**config.mk**
```make
export PLATFORM = sky130hd
export DESIGN_NAME = proc_controller_flat
export DESIGN_NICKNAME = d
export VERILOG_FILES = /design/src/rtl/proc_pkg.sv /design/src/rtl/proc_controller_if.sv /design/src/rtl/proc_controller.sv /design/src/flat_wrapper.sv
export SDC_FILE = /design/constraint.sdc
export NUM_CORES = 1
export LEC_CHECK = 0
export BUFFER_PORTS_ARGS = -buffer_cell sky130_fd_sc_hd__buf_2
export CELL_PAD_IN_SITES_DETAIL_PLACEMENT = 0
export CELL_PAD_IN_SITES_GLOBAL_PLACEMENT = 1
export CORE_MARGIN = 2
export CORE_UTILIZATION = 36
export DETAILED_ROUTE_END_ITERATION = 8
export GPL_ROUTABILITY_DRIVEN = 0
export PLACE_DENSITY_LB_ADDON = 0.1
export SYNTH_ARGS = -nofsm -noshare
export SYNTH_HDL_FRONTEND = slang
export SYNTH_SLANG_ARGS = --single-unit
```
**constraint.sdc**
```tcl
create_clock -name clk -period 2.95 [get_ports clk]
set_input_delay 0.59 -clock clk [delete_from_list [all_inputs] [get_ports clk]]
set_output_delay 0.59 -clock clk [all_outputs]
set_load 0.03 [all_outputs]
```
**src/rtl/proc_pkg.sv**
```systemverilog
// Shared encodings for the 32-bit load/store processor: opcodes, controller states
// and instruction field bit positions, used by the controller, datapath and benches.
package proc_pkg;

  typedef enum logic [2:0] {
    OP_NOP  = 3'b000,
    OP_LW   = 3'b001,
    OP_SW   = 3'b010,
    OP_ADD  = 3'b011,
    OP_HALT = 3'b111
  } op_e;

  typedef enum logic [2:0] {
    ST_IDLE,
    ST_FETCH,
    ST_DECODE,
    ST_EXEC,
    ST_MEM,
    ST_WB,
    ST_HALT
  } ctrl_state_e;

  localparam int OP_MSB   = 31;
  localparam int OP_LSB   = 29;
  localparam int RD_MSB   = 28;
  localparam int RD_LSB   = 24;
  localparam int RS_MSB   = 23;
  localparam int RS_LSB   = 19;
  localparam int RT_MSB   = 18;
  localparam int RT_LSB   = 14;
  localparam int ADDR_MSB = 15;
  localparam int ADDR_LSB = 0;

  // 100/101/110 are the unassigned encodings
  function automatic logic is_legal(input logic [2:0] op);
    return (op == OP_NOP) || (op == OP_LW) || (op == OP_SW) ||
           (op == OP_ADD) || (op == OP_HALT);
  endfunction

endpackage

```
**src/rtl/proc_controller_if.sv**
```systemverilog
// Memory and register-file port bundle of the processor controller; the controller
// uses the master view, the memory/register-file side uses the slave view.
interface proc_controller_if #(
  parameter int AW = 16,
  parameter int DW = 32
);
  logic          mem_req;
  logic          mem_we;
  logic [AW-1:0] mem_addr;
  logic [DW-1:0] mem_wdata;
  logic [DW-1:0] mem_rdata;
  logic          mem_ready;

  logic [4:0]    rf_raddr_a;
  logic [4:0]    rf_raddr_b;
  logic [DW-1:0] rf_rdata_a;
  logic [DW-1:0] rf_rdata_b;
  logic          rf_we;
  logic [4:0]    rf_waddr;
  logic [DW-1:0] rf_wdata;

  modport master (
    output mem_req, mem_we, mem_addr, mem_wdata,
    input  mem_rdata, mem_ready,
    output rf_raddr_a, rf_raddr_b,
    input  rf_rdata_a, rf_rdata_b,
    output rf_we, rf_waddr, rf_wdata
  );

  modport slave (
    input  mem_req, mem_we, mem_addr, mem_wdata,
    output mem_rdata, mem_ready,
    input  rf_raddr_a, rf_raddr_b,
    output rf_rdata_a, rf_rdata_b,
    input  rf_we, rf_waddr, rf_wdata
  );
endinterface

```
**src/rtl/proc_controller.sv**
```systemverilog
// Multi-cycle fetch/decode/execute controller for the load/store processor.
// Build option PROC_CTRL_TRAP_EN: illegal opcodes halt the core instead of acting as NOP.
module proc_controller
  import proc_pkg::*;
#(
  parameter int            AW     = 16,
  parameter int            DW     = 32,
  parameter logic [AW-1:0] RST_PC = '0
) (
  input  logic              clk,
  input  logic              rst,
  input  logic              start,
  proc_controller_if.master bus,
  output logic [AW-1:0]     pc,
  output logic [DW-1:0]     result,
  output logic              busy,
  output logic              halted
);

`ifdef PROC_CTRL_TRAP_EN
  localparam ctrl_state_e ILLEGAL_NEXT = ST_HALT;
`else
  localparam ctrl_state_e ILLEGAL_NEXT = ST_FETCH;
`endif

  ctrl_state_e   state;
  ctrl_state_e   state_nxt;
  logic [DW-1:0] ir;
  logic [DW-1:0] wb;
  op_e           op;
  logic [4:0]    rd;
  logic [4:0]    rs;
  logic [4:0]    rt;
  logic [AW-1:0] addr;

  assign op   = op_e'(ir[OP_MSB:OP_LSB]);
  assign rd   = ir[RD_MSB:RD_LSB];
  assign rs   = ir[RS_MSB:RS_LSB];
  assign rt   = ir[RT_MSB:RT_LSB];
  assign addr = AW'(ir[ADDR_MSB:ADDR_LSB]);

  always_ff @(posedge clk) begin
    if (rst) state <= ST_IDLE;
    else     state <= state_nxt;
  end

  always_comb begin
    state_nxt = state;
    case (state)
      ST_IDLE, ST_HALT: if (start) state_nxt = ST_FETCH;
      ST_FETCH:         if (bus.mem_ready) state_nxt = ST_DECODE;
      ST_DECODE:        state_nxt = ST_EXEC;
      ST_EXEC: begin
        if (!is_legal(ir[OP_MSB:OP_LSB])) state_nxt = ILLEGAL_NEXT;
        else if (op == OP_NOP)            state_nxt = ST_FETCH;
        else if (op == OP_HALT)           state_nxt = ST_HALT;
        else                              state_nxt = ST_MEM;
      end
      // ADD spends one idle cycle here so every register write lands in the same slot
      ST_MEM: begin
        if (op == OP_ADD)       state_nxt = ST_WB;
        else if (bus.mem_ready) state_nxt = (op == OP_SW) ? ST_FETCH : ST_WB;
      end
      ST_WB:   state_nxt = ST_FETCH;
      default: state_nxt = ST_IDLE;
    endcase
  end

  always_ff @(posedge clk) begin
    if (rst) begin
      pc     <= RST_PC;
      ir     <= '0;
      wb     <= '0;
      result <= '0;
    end else begin
      if (state == ST_FETCH && bus.mem_ready) begin
        ir <= bus.mem_rdata;
        pc <= pc + AW'(1);
      end
      if (state == ST_EXEC && op == OP_ADD) wb <= bus.rf_rdata_a + bus.rf_rdata_b;
      if (state == ST_MEM && op == OP_LW && bus.mem_ready) wb <= bus.mem_rdata;
      if (state == ST_WB) result <= wb;
    end
  end

  always_comb begin
    bus.mem_req    = 1'b0;
    bus.mem_we     = 1'b0;
    bus.mem_addr   = '0;
    bus.mem_wdata  = '0;
    bus.rf_raddr_a = '0;
    bus.rf_raddr_b = '0;
    bus.rf_we      = 1'b0;
    bus.rf_waddr   = '0;
    bus.rf_wdata   = '0;
    busy           = (state != ST_IDLE) && (state != ST_HALT);
    halted         = (state == ST_HALT);
    case (state)
      ST_FETCH: begin
        bus.mem_req  = 1'b1;
        bus.mem_addr = pc;
      end
      ST_DECODE, ST_EXEC, ST_MEM, ST_WB: begin
        bus.rf_raddr_a = rd;
        bus.rf_raddr_b = rs;
        // port A carries rt while the sum is formed, rd (store source) otherwise
        if (state == ST_EXEC && op == OP_ADD) bus.rf_raddr_a = rt;
        if (state == ST_MEM && (op == OP_LW || op == OP_SW)) begin
          bus.mem_req  = 1'b1;
          bus.mem_we   = (op == OP_SW);
          bus.mem_addr = addr;
          if (op == OP_SW) bus.mem_wdata = bus.rf_rdata_a;
        end
        if (state == ST_WB) begin
          bus.rf_we    = 1'b1;
          bus.rf_waddr = rd;
          bus.rf_wdata = wb;
        end
      end
      default: ;
    endcase
  end

endmodule

```
**src/flat_wrapper.sv**
```systemverilog
// flat-port wrapper written by rule: the top's interface ports become plain ports
module proc_controller_flat import proc_pkg::*;
#(
  parameter int            AW     = 16,
  parameter int            DW     = 32,
  parameter logic [AW-1:0] RST_PC = '0
)
  (clk, rst, start, pc, result, busy, halted, bus_mem_req, bus_mem_we, bus_mem_addr, bus_mem_wdata, bus_mem_rdata, bus_mem_ready, bus_rf_raddr_a, bus_rf_raddr_b, bus_rf_rdata_a, bus_rf_rdata_b, bus_rf_we, bus_rf_waddr, bus_rf_wdata);
  proc_controller_if #(.AW(AW), .DW(DW)) bus_i ();
  input  logic clk;
  input  logic rst;
  input  logic start;
  output logic [AW-1:0] pc;
  output logic [DW-1:0] result;
  output logic busy;
  output logic halted;
  output wire logic [$bits(bus_i.mem_req)-1:0] bus_mem_req;
  output wire logic [$bits(bus_i.mem_we)-1:0] bus_mem_we;
  output wire logic [$bits(bus_i.mem_addr)-1:0] bus_mem_addr;
  output wire logic [$bits(bus_i.mem_wdata)-1:0] bus_mem_wdata;
  input wire logic [$bits(bus_i.mem_rdata)-1:0] bus_mem_rdata;
  input wire logic [$bits(bus_i.mem_ready)-1:0] bus_mem_ready;
  output wire logic [$bits(bus_i.rf_raddr_a)-1:0] bus_rf_raddr_a;
  output wire logic [$bits(bus_i.rf_raddr_b)-1:0] bus_rf_raddr_b;
  input wire logic [$bits(bus_i.rf_rdata_a)-1:0] bus_rf_rdata_a;
  input wire logic [$bits(bus_i.rf_rdata_b)-1:0] bus_rf_rdata_b;
  output wire logic [$bits(bus_i.rf_we)-1:0] bus_rf_we;
  output wire logic [$bits(bus_i.rf_waddr)-1:0] bus_rf_waddr;
  output wire logic [$bits(bus_i.rf_wdata)-1:0] bus_rf_wdata;
  assign bus_mem_req = bus_i.mem_req;
  assign bus_mem_we = bus_i.mem_we;
  assign bus_mem_addr = bus_i.mem_addr;
  assign bus_mem_wdata = bus_i.mem_wdata;
  assign bus_i.mem_rdata = bus_mem_rdata;
  assign bus_i.mem_ready = bus_mem_ready;
  assign bus_rf_raddr_a = bus_i.rf_raddr_a;
  assign bus_rf_raddr_b = bus_i.rf_raddr_b;
  assign bus_i.rf_rdata_a = bus_rf_rdata_a;
  assign bus_i.rf_rdata_b = bus_rf_rdata_b;
  assign bus_rf_we = bus_i.rf_we;
  assign bus_rf_waddr = bus_i.rf_waddr;
  assign bus_rf_wdata = bus_i.rf_wdata;
  proc_controller #(.AW(AW), .DW(DW), .RST_PC(RST_PC)) u_core (.clk(clk), .rst(rst), .start(start), .bus(bus_i), .pc(pc), .result(result), .busy(busy), .halted(halted));
endmodule
```
# Word level (Yosys, flattened, before mapping)
# Index checks and enable logic that the tools add are counted.
# word_totals
in_bits	100
wordCells	68
register_bits	115
output_inout_bits	148
# classes
mux	29
n_eq_ne	14
reduce_logical	18
addsub	2
# ops
op	count
2-to-1 mux 32 bit	7
adder 32 bit	1
case mux 16 bit (2 select lines)	1
2-to-1 mux 5 bit	5
2-to-1 mux 3 bit	7
case mux 3 bit (6 select lines)	1
adder 16 x 1 -> 16 bit (second input constant)	1
2-to-1 mux 16 bit	1
equality test 3 x 2 -> 1 bit (second input constant)	4
equality test 3 bit (second input constant)	4
equality test 3 x 1 -> 1 bit (second input constant)	2
logical AND 1 bit	6
zero test 3 bit	2
logical OR 1 bit	5
2-to-1 mux 1 bit	5
!= test 2 bit (second input constant)	2
OR reduction 4 bit	1
!= test 3 x 2 -> 1 bit (second input constant)	1
!= test 3 bit (second input constant)	1
AND reduction 3 bit	1
nonzero test 3 bit	1
2-to-1 mux 2 bit	1
case mux 1 bit (2 select lines)	1
nonzero test 2 bit	1
OR reduction 2 bit	1

# Longest topological paths before layout
# depth
word_depth	7
mapped_depth	9
mapped_depth_nobuf	9

# Worst setup path after synthesis
# No wires, ideal clock.
# synth_path
kind	input -> register
startpoint	input bus_rf_rdata_b[0]
endpoint	register u_core.wb[30]
required_time_ps	2871
path_stages	9
arrival_time_ps	2583
path_buffers	0
slack_ps	288
setup_time_ps	79
path_cell_list	ha_1 -> fa_1 -> a21oi_1 -> nand3b_1 -> a211oi_2 -> a211oi_2 -> nor3_1 -> or4_1 -> o211ai_1
# synth_via
elab_chain_len	3
# synth_rtl
element	line_no	rtl
start: declaration	flat_wrapper.sv:26	input wire logic [$bits(bus_i.rf_rdata_b)-1:0] bus_rf_rdata_b;
adder 32 bit	proc_controller.sv:80	if (state == ST_EXEC && op == OP_ADD) wb <= bus.rf_rdata_a + bus.rf_rdata_b;
2-to-1 mux 32 bit	proc_controller.sv:80	
2-to-1 mux 32 bit	proc_controller.sv:81	if (state == ST_MEM && op == OP_LW && bus.mem_ready) wb <= bus.mem_rdata;
end signal: assignment	proc_controller.sv:80	
end signal: assignment	proc_controller.sv:81	
end: declaration	proc_controller.sv:29	logic [DW-1:0] wb;
# Every way passes these cells. The select of a mux whose other input is x is not followed.
# A chain may end at the register's enable or synchronous reset.

# Final worst setup path
# layout_path
startpoint	register u_core.state[0]
endpoint	output bus_mem_wdata[11]
# layout_via
elab_chain_len	4
elab_cells_between_ends	8
classes_between	4 x eq/ne; 2 x mux; 2 x reduce/logical
# layout_rtl
element	line_no	rtl
start: declaration	proc_controller.sv:26	ctrl_state_e state;
start signal: assignment	proc_controller.sv:44	else state <= state_nxt;
equality test 3 bit	proc_controller.sv:98, proc_controller.sv:108	
logical AND 1 bit	proc_controller.sv:108	if (state == ST_MEM && (op == OP_LW || op == OP_SW)) begin
2-to-1 mux 32 bit	proc_controller.sv:108	
2-to-1 mux 32 bit *	proc_controller.sv:98	case (state)
end: declaration	flat_wrapper.sv:20	output wire logic [$bits(bus_i.mem_wdata)-1:0] bus_mem_wdata;
# Mark *: on every way between the ends. The rest lies on a longest branch, timed or not.

==> results.toml <==
[status]
status = "finished clean"

[sta]
min_period_ns = 2.856
final_hold_viol_count = 0
skew_ns = 0.006605
finalSetupTns_ns = 0
drv_slew = 0
finalSetupViolations = 0
final.setup.worst_slack_ns = 0.09379
max_freq_mhz = 350.1
worstMarginPinSlew_ns = 0.6628
rsz0062_at_grt = "false"
worst_slew_margin_rel_pct = 55.77
final.period_utilization_pct = 96.82

[routing]
vias = 7466
dr.pass1.iters = 5
wl_mm = 24.62
drc = 0
drt_iter0_markers = 366
detail-route-antenna-nets = 0
wl_per_cell_um = 16.77
drt-vias-per-instance = 5.086

[finish]
nets = 1325
area_growth_pct = 32.80
fin_cells = 1468
diodes = 0
drive_gt1_share_pct = 28.84
final_util_pct = 48.55

[die]
pin_count = 248
die_height_um = 144.1
die_x_um = 144.1
dieArea_um2 = 20770
start_util_pct = 36.56
rows = 51
core_area_um2 = 19330

[worst_setup_path]
r2r_start = "u_core.state[2]"
reg2reg_depth = 9
critPathLaunchType = "register"
cp.arrival_ns = 2.27
critPathLaunch = "u_core.state[0]"
criticalPathCategory = "reg -> out"
cp_max_fo = 16
end_kind = "output pin"
r2r-end = "u_core.wb[4]"
worstPathRequired_ns = 2.36
reg2reg_slack_ns = 0.56

[placed_design]
dpl.hpwl_mm = 18.59
dp_slack_ns = 0.007196
portBuffers = 247
placedCellCount = 1436

[worst_hold_path]
holdPathStages = 3
min_path_type = "in -> reg"
hold_end = "u_core.ir[29]"
min_from = "bus_mem_rdata[29]"

[pwr]
p_total_mw = 4.553
seqPwrFrac_pct = 35.9
ir_drop_mv = 0.4028
swShare_pct = 27.81
combPwrFrac_pct = 18.0
intPower_mw = 3.287
p_leak_nw = 4.198
power.switching_mw = 1.266
powerDensity_nw_per_um2 = 485.0
p_clk_share_pct = 46.2

[logic_synthesis]
yosysWarnings = 0
syn_inst = 943
ys_seq_area_share_pct = 32.57
syn_nets = 1077
netlist_area_um2 = 7069
syn_avg_cell_area_um2 = 7.497
synth_edf_count = 0
netlist-cell-type-count = 65
async_flop_share_pct = 0
synthFlopType = "dfxtp_1"
ys_seq_elements = 115

[global_route]
grt_pass1_vias = 6866
grt_pass1_wl_mm = 37.29
grt_max_degree = 47
grt_antenna_before_repair = 0
grt-ovfl-total = 0
grt_usage_pct = 22.97

[clock_tree]
clk_pin_slew_worst_paths_ns = 0.05
cts_setup_buffers = 0
h-tree-depth = 4
cts_buffer_depth = 2
numCtsBuffers = 17
cts_tree = "yes"
hold_buffers = 0
clk_latency_ns = 0.41
clock_sinks = 115
cts_root_buf = "clkbuf_16"

[job]
cap_violations = 0
logic make-up after synthesis:
group / count (synthesis) / share of synthesized area, %
fa+ha+maj: 34 / 6.124
flops: 115 / 32.57
compound gates: 285 / 25.86
buf+inv: 69 / 3.858
simple gates: 411 / 28.00
xor+xnor: 29 / 3.593
routing by layer:
metal | share of wire [%] | track usage, %
met5 | 0 | 0
met2 | 47 | 36.69
met3 | 5.1 | 4.172
met1 | 47 | 32.26
met4 | 1.3 | 5.314
synth_stat cells, types with 9 or more instances:
library cell / number / area share (%)
nand2_1: 194 / 10
a21oi_1: 127 / 9.0
dfxtp_1: 115 / 33
and2_1: 70 / 6.2
nor2_1: 48 / 2.5
clkbuf_1: 45 / 2.4
ha_1: 33 / 5.8
o21ai_0: 32 / 2.3
a22oi_1: 25 / 2.7
nand3_1: 19 / 1.3
a21o_1: 18 / 1.9
a22o_1: 16 / 2.0
xor2_1: 16 / 2.0
nor3_1: 15 / 1.1
xnor2_1: 13 / 1.6
and3_1: 12 / 1.1
nand4_1: 10 / 0.88
buf_2: 9 / 0.64
inv_1: 9 / 0.48
or3_1: 9 / 0.80
cells in the final DEF, fill, tap and decap left out, drive strengths merged, types with 13 or more instances in the layout:
cell type  instances
xnor2             13
a21o              18
a21oi            128
and3              13
dfxtp            115
clkbuf            22
a22oi             25
nor2              48
xor2              16
and2              72
nor3              17
a22o              16
nand2            194
buf              286
o21ai             32
nand3             19
ha                33
stage by stage:
stage / hold slack [ns] / area, um^2
after global placement: 0.4385 / 8737
after global routing: 0.4267 / 9388
after floorplan: 0.4318 / 7069
after CTS: 0.4225 / 9350
after detailed placement: 0.4433 / 8737
final: 0.4357 / 9388
worst max path at each step:
stage / end / slack (ns) / cells past startpoint
floorplan: u_core.wb[30] / 0.29 / 9
global placement: u_core.wb[30] / 0.04 / 10
detailed placement: u_core.wb[30] / 0.007 / 10
CTS: bus_mem_wdata[10] / 0.03 / 7
global route: bus_rf_raddr_a[2] / 0.008 / 7
finish: bus_mem_wdata[11] / 0.09 / 7
power groups by stage:
stage	logic [mW]	clock network [mW]	registers, mW
final	0.819	2.10	1.63
after global routing	0.907	2.22	1.64
after CTS	0.818	2.14	1.63
after detailed placement	0.813	0	1.66
after global placement	0.815	0	1.66
after floorplan	0.523	0	1.65
final cells by class:
| class | count | area [um^2] |
|---|---|---|
| Inverter | 9 | 33.78 |
| Clock inverter | 12 | 156.4 |
| Timing Repair Buffer | 289 | 1589 |
| Fill cell | 1988 | 9947 |
| Tap cell | 265 | 331.6 |
| Sequential cell | 115 | 2306 |
| Clock buffer | 19 | 452.9 |
| Multi-Input combinational cell | 759 | 4518 |
repair_timing:
action                                  4_1_cts  5_1_grt
endpoints found under the hold margin         0        0
cloned                                        0        1
resized for setup                             3        5
endpoints found under the setup margin       32       33
worst max-delay path: stages, from the launching register on:
cell and delay [ns]:
dfxtp_2 0.36, nand2b_4 0.17, or3_4 0.37, nor3_4 0.19, and3_4 0.27, clkbuf_16 0.18
and2_1 0.12, buf_2 0.19
registers in the layout, summed over array words and instances, names as in the netlist:
signal,count
u_core.ir,32
u_core.pc,16
u_core.wb,32
u_core.state,3
u_core.result,32
Note: power is estimated with default switching activity, not from simulation.
